**src/rtl/deser_32b_if.sv**
```systemverilog
// Serial-in / word-out bundle between the bit source and the deserializer.
// Latency: none (wires only).
// Backpressure: none; the source qualifies each bit with bit_valid, the sink always accepts.
interface deser_32b_if #(
    parameter int WIDTH = 32
);
    localparam int CW = $clog2(WIDTH) + 1;

    logic              bit_in;
    logic              bit_valid;
    logic              frame_start;
    logic [0:WIDTH-1]  word_out;
    logic              word_valid;
    logic              busy;
    logic [CW-1:0]     bit_count;

    // Bit source side: drives the serial stream, observes the assembled word.
    modport master (
        output bit_in,
        output bit_valid,
        output frame_start,
        input  word_out,
        input  word_valid,
        input  busy,
        input  bit_count
    );

    // Deserializer side.
    modport slave (
        input  bit_in,
        input  bit_valid,
        input  frame_start,
        output word_out,
        output word_valid,
        output busy,
        output bit_count
    );
endinterface

```
**src/rtl/deser_32b.sv**
```systemverilog
// Bit-serial to WIDTH-bit parallel deserializer; first bit received lands at word_out[0].
// Latency: word_out/word_valid update on the edge that accepts the last bit (visible next cycle).
// Backpressure: none; every edge with bit_valid high consumes one bit, gaps hold all state.
module deser_32b #(
    parameter int WIDTH = 32
) (
    input  logic       clk,
    input  logic       reset,
    deser_32b_if.slave bus
);
    localparam int CW = $clog2(WIDTH) + 1;
    localparam logic [CW-1:0] LAST = CW'(WIDTH - 1);

    typedef enum logic {
        IDLE    = 1'b0,
        COLLECT = 1'b1
    } state_t;

    state_t           state_q, state_n;
    logic [CW-1:0]    cnt_q, cnt_n;
    logic [0:WIDTH-1] sr_q, sr_n;
    logic [0:WIDTH-1] word_q, word_n;
    logic             vld_q, vld_n;
    logic             busy_q, busy_n;

    // Shift register with the newest bit entering at the high index; after
    // WIDTH shifts the oldest bit has walked down to index 0.
    logic [0:WIDTH-1] shifted;
    logic [0:WIDTH-1] fresh;
    assign shifted = {sr_q[1:WIDTH-1], bus.bit_in};
    // A restart keeps only this cycle's bit; the rest is cleared so no stale
    // bits from the abandoned word linger in the register.
    assign fresh   = {{(WIDTH-1){1'b0}}, bus.bit_in};

    // State and datapath registers; reset overrides every other input.
    always_ff @(posedge clk) begin
        if (reset) begin
            state_q <= IDLE;
            cnt_q   <= '0;
            sr_q    <= '0;
            word_q  <= '0;
            vld_q   <= 1'b0;
            busy_q  <= 1'b0;
        end else begin
            state_q <= state_n;
            cnt_q   <= cnt_n;
            sr_q    <= sr_n;
            word_q  <= word_n;
            vld_q   <= vld_n;
            busy_q  <= busy_n;
        end
    end

    // Next-state: restart, accept/complete, abort, or hold.
    always_comb begin
        state_n = state_q;
        cnt_n   = cnt_q;
        sr_n    = sr_q;
        word_n  = word_q;
        vld_n   = 1'b0;

        if (bus.frame_start && bus.bit_valid) begin
            // Partial word dropped; this bit is the first of a new word.
            sr_n    = fresh;
            cnt_n   = CW'(1);
            state_n = COLLECT;
        end else if (bus.bit_valid) begin
            sr_n = shifted;
            if (cnt_q == LAST) begin
                // Last bit of the word: publish and wrap the count to zero.
                word_n  = shifted;
                vld_n   = 1'b1;
                cnt_n   = '0;
                state_n = IDLE;
            end else begin
                cnt_n   = cnt_q + CW'(1);
                state_n = COLLECT;
            end
        end else if (bus.frame_start) begin
            // Abort without a bit: back to empty, published word untouched.
            sr_n    = '0;
            cnt_n   = '0;
            state_n = IDLE;
        end

        busy_n = (cnt_n != '0);
    end

    assign bus.word_out   = word_q;
    assign bus.word_valid = vld_q;
    assign bus.busy       = busy_q;
    assign bus.bit_count  = cnt_q;
endmodule

```
**src/flat_wrapper.sv**
```systemverilog
// flat-port wrapper written by rule: the top's interface ports become plain ports
module deser_32b_flat 
#(
    parameter int WIDTH = 32
)
  (clk, reset, bus_bit_in, bus_bit_valid, bus_frame_start, bus_word_out, bus_word_valid, bus_busy, bus_bit_count);
  deser_32b_if #(.WIDTH(WIDTH)) bus_i ();
  input  logic clk;
  input  logic reset;
  input wire logic [$bits(bus_i.bit_in)-1:0] bus_bit_in;
  input wire logic [$bits(bus_i.bit_valid)-1:0] bus_bit_valid;
  input wire logic [$bits(bus_i.frame_start)-1:0] bus_frame_start;
  output wire logic [$bits(bus_i.word_out)-1:0] bus_word_out;
  output wire logic [$bits(bus_i.word_valid)-1:0] bus_word_valid;
  output wire logic [$bits(bus_i.busy)-1:0] bus_busy;
  output wire logic [$bits(bus_i.bit_count)-1:0] bus_bit_count;
  assign bus_i.bit_in = bus_bit_in;
  assign bus_i.bit_valid = bus_bit_valid;
  assign bus_i.frame_start = bus_frame_start;
  assign bus_word_out = bus_i.word_out;
  assign bus_word_valid = bus_i.word_valid;
  assign bus_busy = bus_i.busy;
  assign bus_bit_count = bus_i.bit_count;
  deser_32b #(.WIDTH(WIDTH)) u_core (.clk(clk), .reset(reset), .bus(bus_i));
endmodule
```
**config.mk**
```make
export PLATFORM = sky130hd
export DESIGN_NAME = deser_32b_flat
export DESIGN_NICKNAME = d
export VERILOG_FILES = /design/src/rtl/deser_32b_if.sv /design/src/rtl/deser_32b.sv /design/src/flat_wrapper.sv
export SDC_FILE = /design/constraint.sdc
export NUM_CORES = 1
export LEC_CHECK = 0
export ABC_AREA = 1
export CORE_MARGIN = 10
export CORE_UTILIZATION = 55
export CTS_BUF_LIST = sky130_fd_sc_hd__clkbuf_8
export DETAILED_ROUTE_END_ITERATION = 10
export PLACE_DENSITY = 0.89
export SLEW_MARGIN = 20
export SYNTH_ARGS = -nofsm -noshare
export SYNTH_HDL_FRONTEND = slang
export SYNTH_SLANG_ARGS = --single-unit
```
**constraint.sdc**
```tcl
create_clock -name clk -period 3.4 [get_ports clk]
set_input_delay 0.34 -clock clk [delete_from_list [all_inputs] [get_ports clk]]
set_output_delay 0.34 -clock clk [all_outputs]
set_load 0.01 [all_outputs]
```
After elaboration in Yosys (flattened, before gate mapping)
Cells that the tools add are included.

Output and inout port bits: 40. Logic and storage cells: 25. Flip-flop bits (word level): 71. Input port bits: 5.

Muxes and demuxes: 8. Add/sub/neg operators: 1. Bitwise operators: 2. Eq/ne operators: 1. Reduce and logical (&&, ||, !) cells: 7.

Operators with widths (number): 31-bit two-way mux (2); 6-bit two-way mux (4); 6-bit by 1-bit adder with 6-bit output, second input constant (1); 6-bit by 5-bit equality test with 1-bit output, second input constant (1); 6-bit nonzero test (1); 3-bit AND reduction (1); 3-bit nonzero test (1); 3-bit OR reduction (1); 1-bit two-way mux (2); 1-bit inverter (2); 2-bit nonzero test (1); 2-bit OR reduction (1); 1-bit logical AND (1).

Logic depth before layout (Yosys ltp)
Depth after elaboration: 5. Gate-level depth with buffers: 10. Mapped depth without buffers: 9.

Least setup slack after synthesis
OpenSTA, ideal clock, no wires.

Path type: flip-flop to flip-flop. Start point: register u_core.cnt_q[1] (netlist: u_core.bus.bit_count[1]). End point: register u_core.word_q (netlist bit u_core.bus.word_out[0]). Data arrival time: 1309 ps. Stages on the path, launching flop included: 8. Path buffers: 1. Period minus slack after synthesis: 1442 ps. Slack: 1958 ps. Data required time: 3268 ps. Library setup time: 132 ps. Path through: dfxtp_1 ha_1 nand3_4 nor2_8 nand2_4 buf_6 nand2_1 a21oi_1.

Longest elaborated chain between the ends: 2.

RTL lines: from (decl) (line deser_32b.sv:20) `logic [CW-1:0] cnt_q, cnt_n;`; from (signal assigned) (line deser_32b.sv:46) `cnt_q <= cnt_n;`; 6-bit by 5-bit equality test with 1-bit output (line deser_32b.sv:69) `if (cnt_q == LAST) begin`; 3-bit AND reduction (no line); to (signal assigned) (line deser_32b.sv:48) `word_q <= word_n;`; to (decl) (line deser_32b.sv:22) `logic [0:WIDTH-1] word_q, word_n;`.

No other way between the ends. A chain may end at the register's enable or synchronous reset.

Worst setup path in the final report
Start point: input bus_bit_valid. End point: register u_core.busy_q (netlist: u_core.bus.busy).

Longest elaborated chain between the ends: 3. Elaborated cells between the ends (all ways): 4. Those cells by class: mux: 2; reduce/logical: 2.

RTL lines: from (decl) (line flat_wrapper.sv:11) `input wire logic [$bits(bus_i.bit_valid)-1:0] bus_bit_valid;`; 6-bit two-way mux or 1-bit logical AND (tied branches) (line deser_32b.sv:67, deser_32b.sv:62); 6-bit two-way mux (*) (line deser_32b.sv:62) `if (bus.frame_start && bus.bit_valid) begin`; 6-bit nonzero test (*) (line deser_32b.sv:86) `busy_n = (cnt_n != '0);`; to (signal assigned) (line deser_32b.sv:50) `busy_q <= busy_n;`; to (decl) (line deser_32b.sv:24) `logic busy_q, busy_n;`.

Mark *: on every way between the ends. The rest lies on a longest branch, timed or not.

==> impl_metrics.toml <==
[critical_path]
crit_fanout = 34
crit_type = "input pin to flop"
arrival_ns = 2.36
cp-end-kind = "flop"
crit_required_ns = 3.68
cp-start-kind = "input pin"

[placement]
io_buffers = 44
post-place-ws_ns = 0.9898
gp_congestion = 0.8532
dp_hpwl_um = 3804
place_area_um2 = 3120
post-place-cells = 437

[timing]
setup_violations = 0
fin_crit_sh_pct = 61.27
tns_ns = 0
fmax_mhz = 480.0
slew_violations = 0
grt_setup_unrepaired = "no"
hold_viol = 0
slew_headroom_pct = 34.45
layout_min_cycle_time_ns = 2.083
skew_ns = 0.004488
worst_slack_ns = 1.317
tightestPinTransition_ns = 0.9809

[global_routing]
grt_pass1_wl_um = 10280
grt_pass1_vias = 2330
grt_usage_pct = 14.97
antenna_found_initial = 0
grt_overflow = 0
grt_max_degree = 42

[clocking]
ctsHoldBuffers = 0
cts_resized = 0
clock_latency_ns = 0.35
post-cts-setup-buffers = 0
clk_pin_slew_ns = 0.07
cts_tree = "done"
cts_max_level = 3
cts_root_buf = "clkbuf_8"
numCtsBuffers = 9
cts_buffer_depth = 2
cts_sinks = 71

[outcome]
status = "completed"

[job]
drv_cap = 0

[die]
die_area_um2 = 8214
rows = 25
core_um2 = 4786
die_w_um = 90.63
initial_core_util_pct = 57.33
io_pins = 45
chipHeight_um = 90.63

[cells_and_area]
design_area_um2 = 3312
fin_cells = 453
area_growth_pct = 20.70
nets = 387
antenna_cells = 0
num-fill-cells = 396
layout-drive-gt1-share_pct = 6.477

[route]
firstDrtPassIters = 4
vias_per_cell = 5.258
vias = 2382
post_drt_wl_per_cell_um = 13.35
drc_errors = 0
wirelength_um = 6049
drt_iter0_drc = 202
ant_nets = 0

[logic_synthesis]
ys_warn_count = 0
syn_inst = 348
syn_area_um2 = 2744
synth_seq_cells = 71
synth_nets = 354
avgSynthCellArea_um2 = 7.885
synth-seq-area-share_pct = 51.80
netlist-cell-type-count = 22

[power]
power.density_nw_per_um2 = 469.8
leakage_nw = 1.128
ir_drop_v = 0.0003365

[min_path]
hp-class = "flop to flop"
-- sequential cells by signal, summed over array words and instances, names as in the netlist --
| name | count |
|---|---|
| u_core.bus.word_valid | 1 |
| u_core.bus.bit_count | 6 |
| u_core.bus.busy | 1 |
| u_core.bus.word_out | 32 |
| u_core.sr_q | 31 |
-- logic make-up (layout without fill, tap and decap cells) --
| group | after synthesis | after routing | share of synthesized area, % |
|---|---|---|---|
| AOI/OAI and AO/OA | 71 | 71 | 13.04 |
| adders and majority gates | 1 | 1 | 0.4559 |
| buffers and inverters | 36 | 74 | 7.569 |
| DFF | 71 | 71 | 51.80 |
| and+or+nand+nor | 169 | 169 | 27.13 |
-- cells in the final DEF (no fill, tap or decap), drive strengths merged --
cell type	n
o21ai	3
nand2	115
inv	15
nand4	1
a21oi	67
nor3	1
ha	1
nand3	37
clkinvlp	1
clkdlybuf4s50	44
clkinv	1
nor2	15
bufinv	1
buf	2
o21bai	1
clkbuf	10
dfxtp	71
-- power by group --
group / internal (mW) / switching (mW) / total (mW)
Clock: 0.350 / 0.306 / 0.656
Combinational: 0.0167 / 0.0459 / 0.0626
Sequential: 0.834 / 0.00328 / 0.838
-- metrics by stage --
step           hold WS, ns  power, mW  utilization, %
6_report            0.4612      1.556           69.20
5_1_grt             0.4832      1.601           69.20
4_1_cts             0.4630      1.559           69.20
3_5_place_dp        0.4521     0.9182           65.20
3_3_place_gp        0.4501     0.9168           65.20
2_1_floorplan       0.4406     0.9013               -
-- Yosys cell counts (all sizes together) --
| cell | number | area [µm²] |
|---|---|---|
| nor2 | 15 | 96.35 |
| a21oi | 67 | 335.3 |
| o21ai | 3 | 15.01 |
| o21bai | 1 | 7.510 |
| ha | 1 | 12.51 |
| nor3 | 1 | 5.000 |
| nand3 | 37 | 197.7 |
| clkbuf | 13 | 60.06 |
| inv | 12 | 45.04 |
| dfxtp | 71 | 1421 |
| nand2 | 115 | 439.2 |
| nand4 | 1 | 6.260 |
| buf | 11 | 102.6 |
-- final timing paths --
path | to | cells past startpoint | from | slack [ns]
worst max-delay path | u_core.bus.busy | 10 | bus_bit_valid | 1.32
worst min-delay path | u_core.bus.word_out[1] | 2 | u_core.bus.word_out[1] | 0.46
worst max register to register | u_core.bus.word_out[9] | 6 | u_core.bus.bit_count[0] | 1.44
worst min register to register | u_core.bus.word_out[1] | 2 | u_core.bus.word_out[1] | 0.46
-- area by class of cell --
cell class / instances / area, µm² / area share [%]
clock buffers: 10 / 137.6 / 4.156
clock inverters: 6 / 53.80 / 1.624
inverters: 12 / 45.04 / 1.360
multi-input cells: 241 / 1115 / 33.66
flip-flops and latches: 71 / 1421 / 42.92
well taps: 67 / 83.83 / 2.531
repair buffers: 46 / 455.4 / 13.75
-- critical path, cell delays in order --
cell and delay, ns:
clkdlybuf4s50_1 0.68, inv_2 0.24, nand2_1 0.13, inv_2 0.42, nand2_1 0.15, nand2_1 0.10
nor2_1 0.05, nand2_1 0.08, nor2_1 0.05, a21oi_1 0.12
-- layer usage --
| layer | vias to the layer above | GRT usage (%) | wire, µm |
|---|---|---|---|
| met5 | - | 0 | 0 |
| met4 | 0 | 11.27 | 168 |
| met3 | 17 | 5.569 | 436 |
| met2 | 62 | 24.22 | 2905 |
| met1 | 1105 | 15.48 | 2540 |
| li1 | 1198 | - | - |
(Power assumes the default switching activity.)
